<file path="src/rtl/nco_phase_accu_mc_if.sv">
// Bus bundle for the multi-channel NCO phase accumulator: step/sync strobes,
// channel config writes and the per-channel LUT index outputs.
interface nco_phase_accu_mc_if #(
  parameter int ACC_W  = 32,
  parameter int IDX_W  = 10,
  parameter int NUM_CH = 4,
  parameter int CH_W   = 4
);
  logic                    valid_i;
  logic                    sync_i;
  logic                    cfg_we_i;
  logic                    cfg_sel_i;
  logic [CH_W-1:0]         cfg_ch_i;
  logic [ACC_W-1:0]        cfg_data_i;
  logic [NUM_CH*IDX_W-1:0] lut_index_o;
  logic                    valid_o;
  logic [NUM_CH-1:0]       wrap_o;

  modport master (
    output valid_i, sync_i, cfg_we_i, cfg_sel_i, cfg_ch_i, cfg_data_i,
    input  lut_index_o, valid_o, wrap_o
  );

  modport slave (
    input  valid_i, sync_i, cfg_we_i, cfg_sel_i, cfg_ch_i, cfg_data_i,
    output lut_index_o, valid_o, wrap_o
  );
endinterface

</file>
<file path="src/rtl/nco_phase_accu_mc.sv">
// Multi-channel NCO phase accumulator: NUM_CH modulo-2^ACC_W accumulators
// stepped by a shared strobe, each with programmable FCW and phase offset.
module nco_phase_accu_mc #(
  parameter int ACC_W  = 32,
  parameter int IDX_W  = 10,
  parameter int NUM_CH = 4,
  parameter int CH_W   = 4
) (
  input logic              clk,
  input logic              rst,
  nco_phase_accu_mc_if.slave bus
);

  logic [ACC_W-1:0]        acc  [NUM_CH];
  logic [ACC_W-1:0]        fcw  [NUM_CH];
  logic [ACC_W-1:0]        poff [NUM_CH];
  logic [ACC_W:0]          sum  [NUM_CH];
  logic [ACC_W-1:0]        ph   [NUM_CH];
  logic                    valid_r;
  logic                    valid_q;
  logic [NUM_CH*IDX_W-1:0] lut_q;
  logic [NUM_CH-1:0]       wrap_q;
  logic                    cfg_hit;

  // sum carries the overflow bit used for the wrap flag
  always_comb begin
    for (int c = 0; c < NUM_CH; c++) begin
      sum[c] = {1'b0, acc[c]} + {1'b0, fcw[c]};
      ph[c]  = acc[c] + poff[c];
    end
  end

  assign cfg_hit = bus.cfg_we_i && ({1'b0, bus.cfg_ch_i} < (CH_W+1)'(NUM_CH));

  always_ff @(posedge clk or posedge rst) begin
    if (rst) valid_r <= 1'b0;
    else     valid_r <= bus.valid_i;
  end

  always_ff @(posedge clk or posedge rst) begin
    if (rst) begin
      valid_q <= 1'b0;
      lut_q   <= '0;
      wrap_q  <= '0;
      for (int c = 0; c < NUM_CH; c++) begin
        acc[c]  <= '0;
        fcw[c]  <= '0;
        poff[c] <= '0;
      end
    end else begin
      valid_q <= valid_r;
      for (int c = 0; c < NUM_CH; c++) begin
        // index uses the pre-update accumulator, so a sync still emits the old phase
        lut_q[c*IDX_W +: IDX_W] <= ph[c][ACC_W-1 -: IDX_W];
        wrap_q[c]               <= valid_r & sum[c][ACC_W];
        if (bus.sync_i)   acc[c] <= '0;
        else if (valid_r) acc[c] <= sum[c][ACC_W-1:0];
        if (cfg_hit && (bus.cfg_ch_i == CH_W'(c))) begin
          if (bus.cfg_sel_i) poff[c] <= bus.cfg_data_i;
          else               fcw[c]  <= bus.cfg_data_i;
        end
      end
    end
  end

  assign bus.lut_index_o = lut_q;
  assign bus.valid_o     = valid_q;
  assign bus.wrap_o      = wrap_q;

endmodule
</file>
<file path="src/flat_wrapper.sv">
// flat-port wrapper written by rule: the top's interface ports become plain ports
module nco_phase_accu_mc_flat 
#(
  parameter int ACC_W  = 32,
  parameter int IDX_W  = 10,
  parameter int NUM_CH = 4,
  parameter int CH_W   = 4
)
  (clk, rst, bus_valid_i, bus_sync_i, bus_cfg_we_i, bus_cfg_sel_i, bus_cfg_ch_i, bus_cfg_data_i, bus_lut_index_o, bus_valid_o, bus_wrap_o);
  nco_phase_accu_mc_if #(.ACC_W(ACC_W), .IDX_W(IDX_W), .NUM_CH(NUM_CH), .CH_W(CH_W)) bus_i ();
  input logic clk;
  input logic rst;
  input wire logic [$bits(bus_i.valid_i)-1:0] bus_valid_i;
  input wire logic [$bits(bus_i.sync_i)-1:0] bus_sync_i;
  input wire logic [$bits(bus_i.cfg_we_i)-1:0] bus_cfg_we_i;
  input wire logic [$bits(bus_i.cfg_sel_i)-1:0] bus_cfg_sel_i;
  input wire logic [$bits(bus_i.cfg_ch_i)-1:0] bus_cfg_ch_i;
  input wire logic [$bits(bus_i.cfg_data_i)-1:0] bus_cfg_data_i;
  output wire logic [$bits(bus_i.lut_index_o)-1:0] bus_lut_index_o;
  output wire logic [$bits(bus_i.valid_o)-1:0] bus_valid_o;
  output wire logic [$bits(bus_i.wrap_o)-1:0] bus_wrap_o;
  assign bus_i.valid_i = bus_valid_i;
  assign bus_i.sync_i = bus_sync_i;
  assign bus_i.cfg_we_i = bus_cfg_we_i;
  assign bus_i.cfg_sel_i = bus_cfg_sel_i;
  assign bus_i.cfg_ch_i = bus_cfg_ch_i;
  assign bus_i.cfg_data_i = bus_cfg_data_i;
  assign bus_lut_index_o = bus_i.lut_index_o;
  assign bus_valid_o = bus_i.valid_o;
  assign bus_wrap_o = bus_i.wrap_o;
  nco_phase_accu_mc #(.ACC_W(ACC_W), .IDX_W(IDX_W), .NUM_CH(NUM_CH), .CH_W(CH_W)) u_core (.clk(clk), .rst(rst), .bus(bus_i));
endmodule
</file>
<file path="config.mk">
export PLATFORM = sky130hd
export DESIGN_NAME = nco_phase_accu_mc_flat
export DESIGN_NICKNAME = d
export VERILOG_FILES = /design/src/rtl/nco_phase_accu_mc_if.sv /design/src/rtl/nco_phase_accu_mc.sv /design/src/flat_wrapper.sv
export SDC_FILE = /design/constraint.sdc
export NUM_CORES = 1
export LEC_CHECK = 0
export ABC_CLOCK_PERIOD_IN_PS = 37100
export BUFFER_PORTS_ARGS = -buffer_cell sky130_fd_sc_hd__buf_2
export CAP_MARGIN = 20
export CELL_PAD_IN_SITES_DETAIL_PLACEMENT = 1
export CELL_PAD_IN_SITES_GLOBAL_PLACEMENT = 2
export CORE_ASPECT_RATIO = 0.5
export CORE_MARGIN = 5
export CORE_UTILIZATION = 40
export DETAILED_ROUTE_END_ITERATION = 8
export PLACE_DENSITY_LB_ADDON = 0.1
export SLEW_MARGIN = 20
export SYNTH_ARGS = -nofsm -noshare
export SYNTH_HDL_FRONTEND = slang
export SYNTH_SLANG_ARGS = --single-unit
</file>
<file path="constraint.sdc">
create_clock -name clk -period 37.1 [get_ports clk]
set_input_delay 7.42 -clock clk [delete_from_list [all_inputs] [get_ports clk]]
set_output_delay 7.42 -clock clk [all_outputs]
set_load 0.03 [all_outputs]
</file>
==> results.toml, run 1 <==
[global_routing]
grt_pass1_wl_um = 112000
grt_overflow = 0
antenna_found_initial = 0
grt_max_degree = 114
grt_pass1_vias = 19300
grt_util_all_layers_pct = 20.4

[pwr]
power_leakage_uw = 0.0137
ir_drop_uv = 30.7
power.density_nw_per_um2 = 59.0

[clock_tree]
cts_made_buffers = 45
cts_tree = "yes"
cts_setup_buffers = 0
cts.clk_slew.worst_paths_ns = 0.06
h-tree-depth = 2
root_buffer = "clkbuf_16"
cts_resized = 0
cts_num_sinks = 430
clock_latency_ns = 0.57
cts_buffer_depth = 3
ctsHoldBuffers = 0

[routing]
drtIter0Drc = 986
route.detailed.drc = 0
dr.pass1.iters = 4
via_per_inst = 5.59
dr.max_layer_used = "met4"
dr_wl_met2_um = 29600
ant_nets = 0
routed_wl_um = 69300
wl_met3_um = 1910
vias = 18400
met1_length_um = 36900
wire_per_inst_um = 21.0

[floorplan]
die_y_um = 188
io_pins = 87
start_util_pct = 40.3
core_sq_um = 62800
row_count = 65
die_w_um = 366
design.die.area_sq_um = 68600

[job]
drv_cap = 0

[setup_path]
endpoint_kind = "asynchronous set/reset pin"
crit_path_max_fanout = 113
cp_slowest_cell = "buf_4"
cpMostUsedCell = "buf_4"
cp.arrival_ns = 9.87
r2r_setup_slack_ns = 33.09
crit_type = "input port to asynchronous set/reset pin"
cp.required_ns = 37.58
cp_slowest_stage_delay_ns = 0.86
start_kind = "input port"
crit_chain = "buf_2, inv_8, buf_4, buf_4"

[logic_synthesis]
yosys-top-cells-area = "dfrtp_1 43%, ha_1 12%, mux2_2 11%, a21oi_1 3.7%, xnor2_1 2.8%"
syn_avg_cell_area_sq_um = 10.7
synth.top_cell.area_share_pct = 42.6
ys_warn_count = 0
yosysSeqAreaShare_pct = 42.6
yosys.area.top_type = "dfrtp_1"
synth_top_flop_cell = "dfrtp_1"
async_flop_share_pct = 100
syn_inst = 2359
synth_area_sq_um = 25300
synth.distinct_cells = 98
synth_nets = 2653
postSynthRegisterBits = 430
synth_enable_flop_cells = 0

[layout]
drive_gt1_share_pct = 19.5
final_cell_mix = "429 x dfrtp_1, 256 x mux2_2, 248 x ha_1"
postLayoutCoreUtil_pct = 44.8
layout.cells.most_common = "dfrtp_1"
instances_no_fill = 3298
fin_nets = 2719
area_delta_synth_final_pct = 11.2

[sta]
hold_violations = 0
timing.final.crit_share_pct = 25.3
fin_tns_setup_ns = 0
skew_ns = 0.0123
setup_viol = 0
maxSlewHeadroom_pct = 26.1
fmax_mhz = 106
worstMarginPinSlew_ns = 1.10
rsz0062_at_grt = "false"
fin_crit_ns = 9.39
drv_slew = 0

[placed_design]
gp_congestion = 0.813
io_buffers = 86
dp_cells = 3215
dp_hpwl_um = 49400

[outcome]
status = "finished clean"

[worst_hold_path]
hp-class = "flip-flop to flip-flop"
==> state kept, by name, indices dropped and copies added, names as in the netlist <==
| signal | cells |
|---|---|
| u_core.acc | 128 |
| u_core.bus.lut_index_o | 40 |
| u_core.bus.valid_o | 1 |
| u_core.bus.wrap_o | 4 |
| u_core.fcw | 128 |
| u_core.poff | 128 |
| u_core.valid_r | 1 |
==> cells by family (layout without fill, tap and decap cells) <==
group                      Yosys count  in the layout  synth area share, %
AOI/OAI and AO/OA                  612            612                 15.8
adders and majority gates          252            252                 12.6
DFF                                430            430                 42.6
muxes                              289            289                 12.7
and+or+nand+nor                    517            517                 9.84
xor gates and xnor gates           127            127                 4.40
buffers and inverters              132            233                 2.12
other                                0              1                    0
==> Yosys cell counts, types with 8 or more instances <==
cell,instances
a211oi_1,34
a21boi_0,8
a21o_1,80
a21oi_1,189
a31oi_1,17
and2_1,14
and3_1,26
buf_1,33
clkbuf_1,43
dfrtp_1,430
ha_1,248
inv_1,46
mux2_2,256
mux2i_1,33
nand2_1,145
nand2b_1,14
nand3_1,46
nand4_1,31
nor2_1,144
nor2b_1,17
nor3_1,26
nor4_1,12
o211ai_1,9
o21a_1,17
o21ai_0,130
o21bai_1,21
o221ai_1,8
o31ai_1,9
or3_1,8
xnor2_1,80
xor2_1,47
==> report_power, final <==
part | switching [uW] | total [uW] | internal (uW)
logic | 314 | 539 | 225
clock network | 202 | 487 | 285
registers | 64.6 | 633 | 568
total | 580 | 1660 | 1080
==> metal layers <==
layer / global-route usage, % / vias up
met2: 31.0 / 179
li1: - / 8839
met1: 31.7 / 9342
met4: 3.01 / 0
met3: 2.59 / 61
met5: 0 / -
==> through the flow <==
step	instance area (sq um)	setup slack (ns)	hold slack, ns	total power [uW]
6_report	28100	27.71	0.514	1660
5_1_grt	28100	27.18	0.520	1770
4_1_cts	28100	27.52	0.517	1680
3_5_place_dp	26600	26.88	0.500	1180
3_3_place_gp	26600	26.96	0.495	1170
2_1_floorplan	25300	17.71	0.352	1040
==> final timing paths <==
check | from | cells past startpoint | to
worst max-delay path | rst | 4 | u_core.valid_r$_DFF_PP0_
worst min-delay path | u_core.fcw[44]$_DFFE_PP0P_ | 1 | u_core.fcw[44]$_DFFE_PP0P_
worst max register to register | u_core.poff[34]$_DFFE_PP0P_ | 10 | u_core.bus.lut_index_o[29]$_DFF_PP0_
worst min register to register | u_core.fcw[44]$_DFFE_PP0P_ | 1 | u_core.fcw[44]$_DFFE_PP0P_
max in group clk | bus_cfg_ch_i[2] | 4 | u_core.poff[28]$_DFFE_PP0P_
min in group asynchronous | rst | 2 | u_core.bus.lut_index_o[9]$_DFF_PP0_
==> worst max-delay path, delay by kind of cell <==
| kind | cells | cell delay [ns] |
|---|---|---|
| buffers and inverters | 4 | 2.38 |
==> area by class of cell <==
type,count,area (sq um)
antenna,1,2.50
clock buffer,63,1330
clock inverter,19,230
fill,6856,34700
inverter,46,180
multi-input combinational,1797,14000
sequential,430,10800
tap,837,1050
timing repair buffer,105,576
Power figures use the tool's default switching activity.
==> inputs of run 2 (changes only) <==
--- a/config.mk
+++ b/config.mk
@@ -5,14 +5,14 @@
 export SDC_FILE = /design/constraint.sdc
 export NUM_CORES = 1
 export LEC_CHECK = 0
-export ABC_CLOCK_PERIOD_IN_PS = 37100
+export ABC_CLOCK_PERIOD_IN_PS = 8300
 export BUFFER_PORTS_ARGS = -buffer_cell sky130_fd_sc_hd__buf_2
 export CAP_MARGIN = 20
 export CELL_PAD_IN_SITES_DETAIL_PLACEMENT = 1
 export CELL_PAD_IN_SITES_GLOBAL_PLACEMENT = 2
 export CORE_ASPECT_RATIO = 0.5
 export CORE_MARGIN = 5
-export CORE_UTILIZATION = 40
+export CORE_UTILIZATION = 38
 export DETAILED_ROUTE_END_ITERATION = 8
 export PLACE_DENSITY_LB_ADDON = 0.1
 export SLEW_MARGIN = 20
==> constraint.sdc (replaced) <==
create_clock -name clk -period 8.3 [get_ports clk]
set_input_delay 1.66 -clock clk [delete_from_list [all_inputs] [get_ports clk]]
set_output_delay 1.66 -clock clk [all_outputs]
set_load 0.03 [all_outputs]
==> run 2 against run 1 <==
Compared with the run above:
- first-iteration DRC count fell by 12%
- register-to-register slack got worse by 29 ns
- critical path type is now flip-flop to flip-flop
- wire length decreased by 0.79%
- die area is 5.0% higher
- highest routed layer unchanged
- utilization is 1.7 points lower
- clock-buffer cell count is 2 lower
- non-clock buffer count shrank 6
==> results.toml, run 2 (synthesized netlist as in run 1, its figures left out) <==
[routing]
vias = 18200
drtIter0Drc = 870
dr.pass1.iters = 5
via_per_inst = 5.44
ant_nets = 0
routed_wl_um = 68800
wire_per_inst_um = 20.6
route.detailed.drc = 0

[outcome]
status = "finished clean"

[sta]
setup_viol = 0
rsz0062_at_grt = "false"
timing.final.crit_share_pct = 46.7
skew_ns = 0.0223
fin_crit_ns = 3.88
drv_slew = 0
fin_tns_setup_ns = 0
worstMarginPinSlew_ns = 1.19
hold_violations = 0
maxSlewHeadroom_pct = 19.7
fmax_mhz = 258

[floorplan]
row_count = 66
core_sq_um = 65400
design.die.area_sq_um = 72100
die_y_um = 192
die_w_um = 375
io_pins = 87
start_util_pct = 38.7

[setup_path]
cp.arrival_ns = 4.36
cpMostUsedCell = "o21ai_0"
reg2reg_from = "u_core.acc[38]$_DFFE_PP0P_"
crit_buf_inv = 0
path_depth = 10
cp_slowest_stage_delay_ns = 0.80
endpoint_kind = "flip-flop"
r2r_setup_slack_ns = 4.43
crit_path_max_fanout = 3
reg2reg_to = "u_core.bus.lut_index_o[29]$_DFF_PP0_"
cp-startpoint = "u_core.acc[38]$_DFFE_PP0P_"
cp.required_ns = 8.78
cp_slowest_cell = "o21ai_0"
endpoint = "u_core.bus.lut_index_o[29]$_DFF_PP0_"
start_kind = "flip-flop"
crit_chain = "ha_1, a21oi_1, o21ai_0, o21ai_0, a41oi_1, a21oi_1, o21ai_0, or4_1, a31oi_1, xnor2_1"
cpLargestDelayFamily = "compound AO/OA/AOI/OAI gates"
ff2ff_path_depth = 10
crit_type = "flip-flop to flip-flop"

[layout]
final_cell_mix = "429 x dfrtp_1, 256 x mux2_2, 248 x ha_1"
drive_gt1_share_pct = 19.5
stdcell_area_sq_um = 28200
fin_nets = 2714
reg.largest.list = "u_core.acc (128), u_core.fcw (128), u_core.poff (128)"
area_delta_synth_final_pct = 11.5
n_antenna_cell = 0
layout.cells.most_common = "dfrtp_1"

[clock_tree]
cts_setup_buffers = 0
cts.clk_slew.worst_paths_ns = 0.06
cts_resized = 0
cts_tree = "yes"
cts_num_sinks = 430
root_buffer = "clkbuf_16"
cts_buffer_depth = 3
cts_made_buffers = 46
ctsHoldBuffers = 0
h-tree-depth = 2
clock_latency_ns = 0.57

[placed_design]
dpl_cell_area_sq_um = 26600
dp_hpwl_um = 49200
gp_congestion = 0.796
io_buffers = 86

[global_routing]
met1_usage_pct = 29.6
grt_util_met3_pct = 2.80
use_met2_pct = 29.4
grt_pass1_wl_um = 112000
busiest_layer = "met1"
grt_overflow = 0
grt_pass1_vias = 19100
grt_max_degree = 157
grt_util_all_layers_pct = 19.3
antenna_found_initial = 2

[worst_hold_path]
hp-class = "flip-flop to flip-flop"
whs_path_depth = 1

[job]
drv_cap = 0

[pwr]
power.density_nw_per_um2 = 263
ir_drop_uv = 117
power_leakage_uw = 0.0137
## run 2: changes by cell type in the layout (fill, tap and decap cells not counted), moves of 2 or more
cell	previous run	this run
clkbuf_16	47	49
clkbuf_8	9	6
clkinv_2	11	8
nand2_2	0	4
buf_12	0	2
nand2_1	145	141
buf_4	20	12
clkinvlp_4	1	5
## run 2: power breakdown
group	leakage [uW]	internal, uW	switching, uW
Clock	0.000765	1280	905
Sequential	0.00558	2540	285
Combinational	0.00735	1010	1400
Total	0.0137	4830	2590
## run 2: layout make-up
| class | instances | area [sq um] |
|---|---|---|
| multi-input cells | 1797 | 14000 |
| flip-flops and latches | 430 | 10800 |
| clock buffers | 61 | 1330 |
| repair buffers | 99 | 556 |
| clock inverters | 19 | 238 |
| inverters | 46 | 176 |
| well taps | 884 | 1110 |
| fillers | 7226 | 37200 |
## run 2: how the worst min path moves through the flow
stage,start,endpoint,slack [ns]
CTS,u_core.poff[56]$_DFFE_PP0P_,u_core.poff[56]$_DFFE_PP0P_,0.52
global placement,u_core.poff[64]$_DFFE_PP0P_,u_core.poff[64]$_DFFE_PP0P_,0.49
finish,u_core.poff[96]$_DFFE_PP0P_,u_core.poff[96]$_DFFE_PP0P_,0.51
detailed placement,u_core.fcw[105]$_DFFE_PP0P_,u_core.fcw[105]$_DFFE_PP0P_,0.50
global route,u_core.poff[55]$_DFFE_PP0P_,u_core.poff[55]$_DFFE_PP0P_,0.53
floorplan,u_core.valid_r$_DFF_PP0_,u_core.bus.valid_o$_DFF_PP0_,0.35
## run 2: stage by stage
stage / hold WS, ns / cells / worst slack [ns] / total power, uW / utilization [%]
2_1_floorplan: 0.352 / 2359 / 0.835 / 4630 / -
3_3_place_gp: 0.494 / 3256 / 3.97 / 5220 / 40.7
3_5_place_dp: 0.503 / 3256 / 3.92 / 5280 / 40.7
4_1_cts: 0.517 / 3336 / 4.46 / 7520 / 43.1
5_1_grt: 0.528 / 3336 / 4.20 / 7940 / 43.1
6_report: 0.514 / 3336 / 4.43 / 7420 / 43.1
## run 2: routing by layer
metal	vias to the layer above	share of wire, %
met5	-	0
met4	0	1.2
met3	61	3.2
met2	180	42
met1	9073	54
li1	8845	-
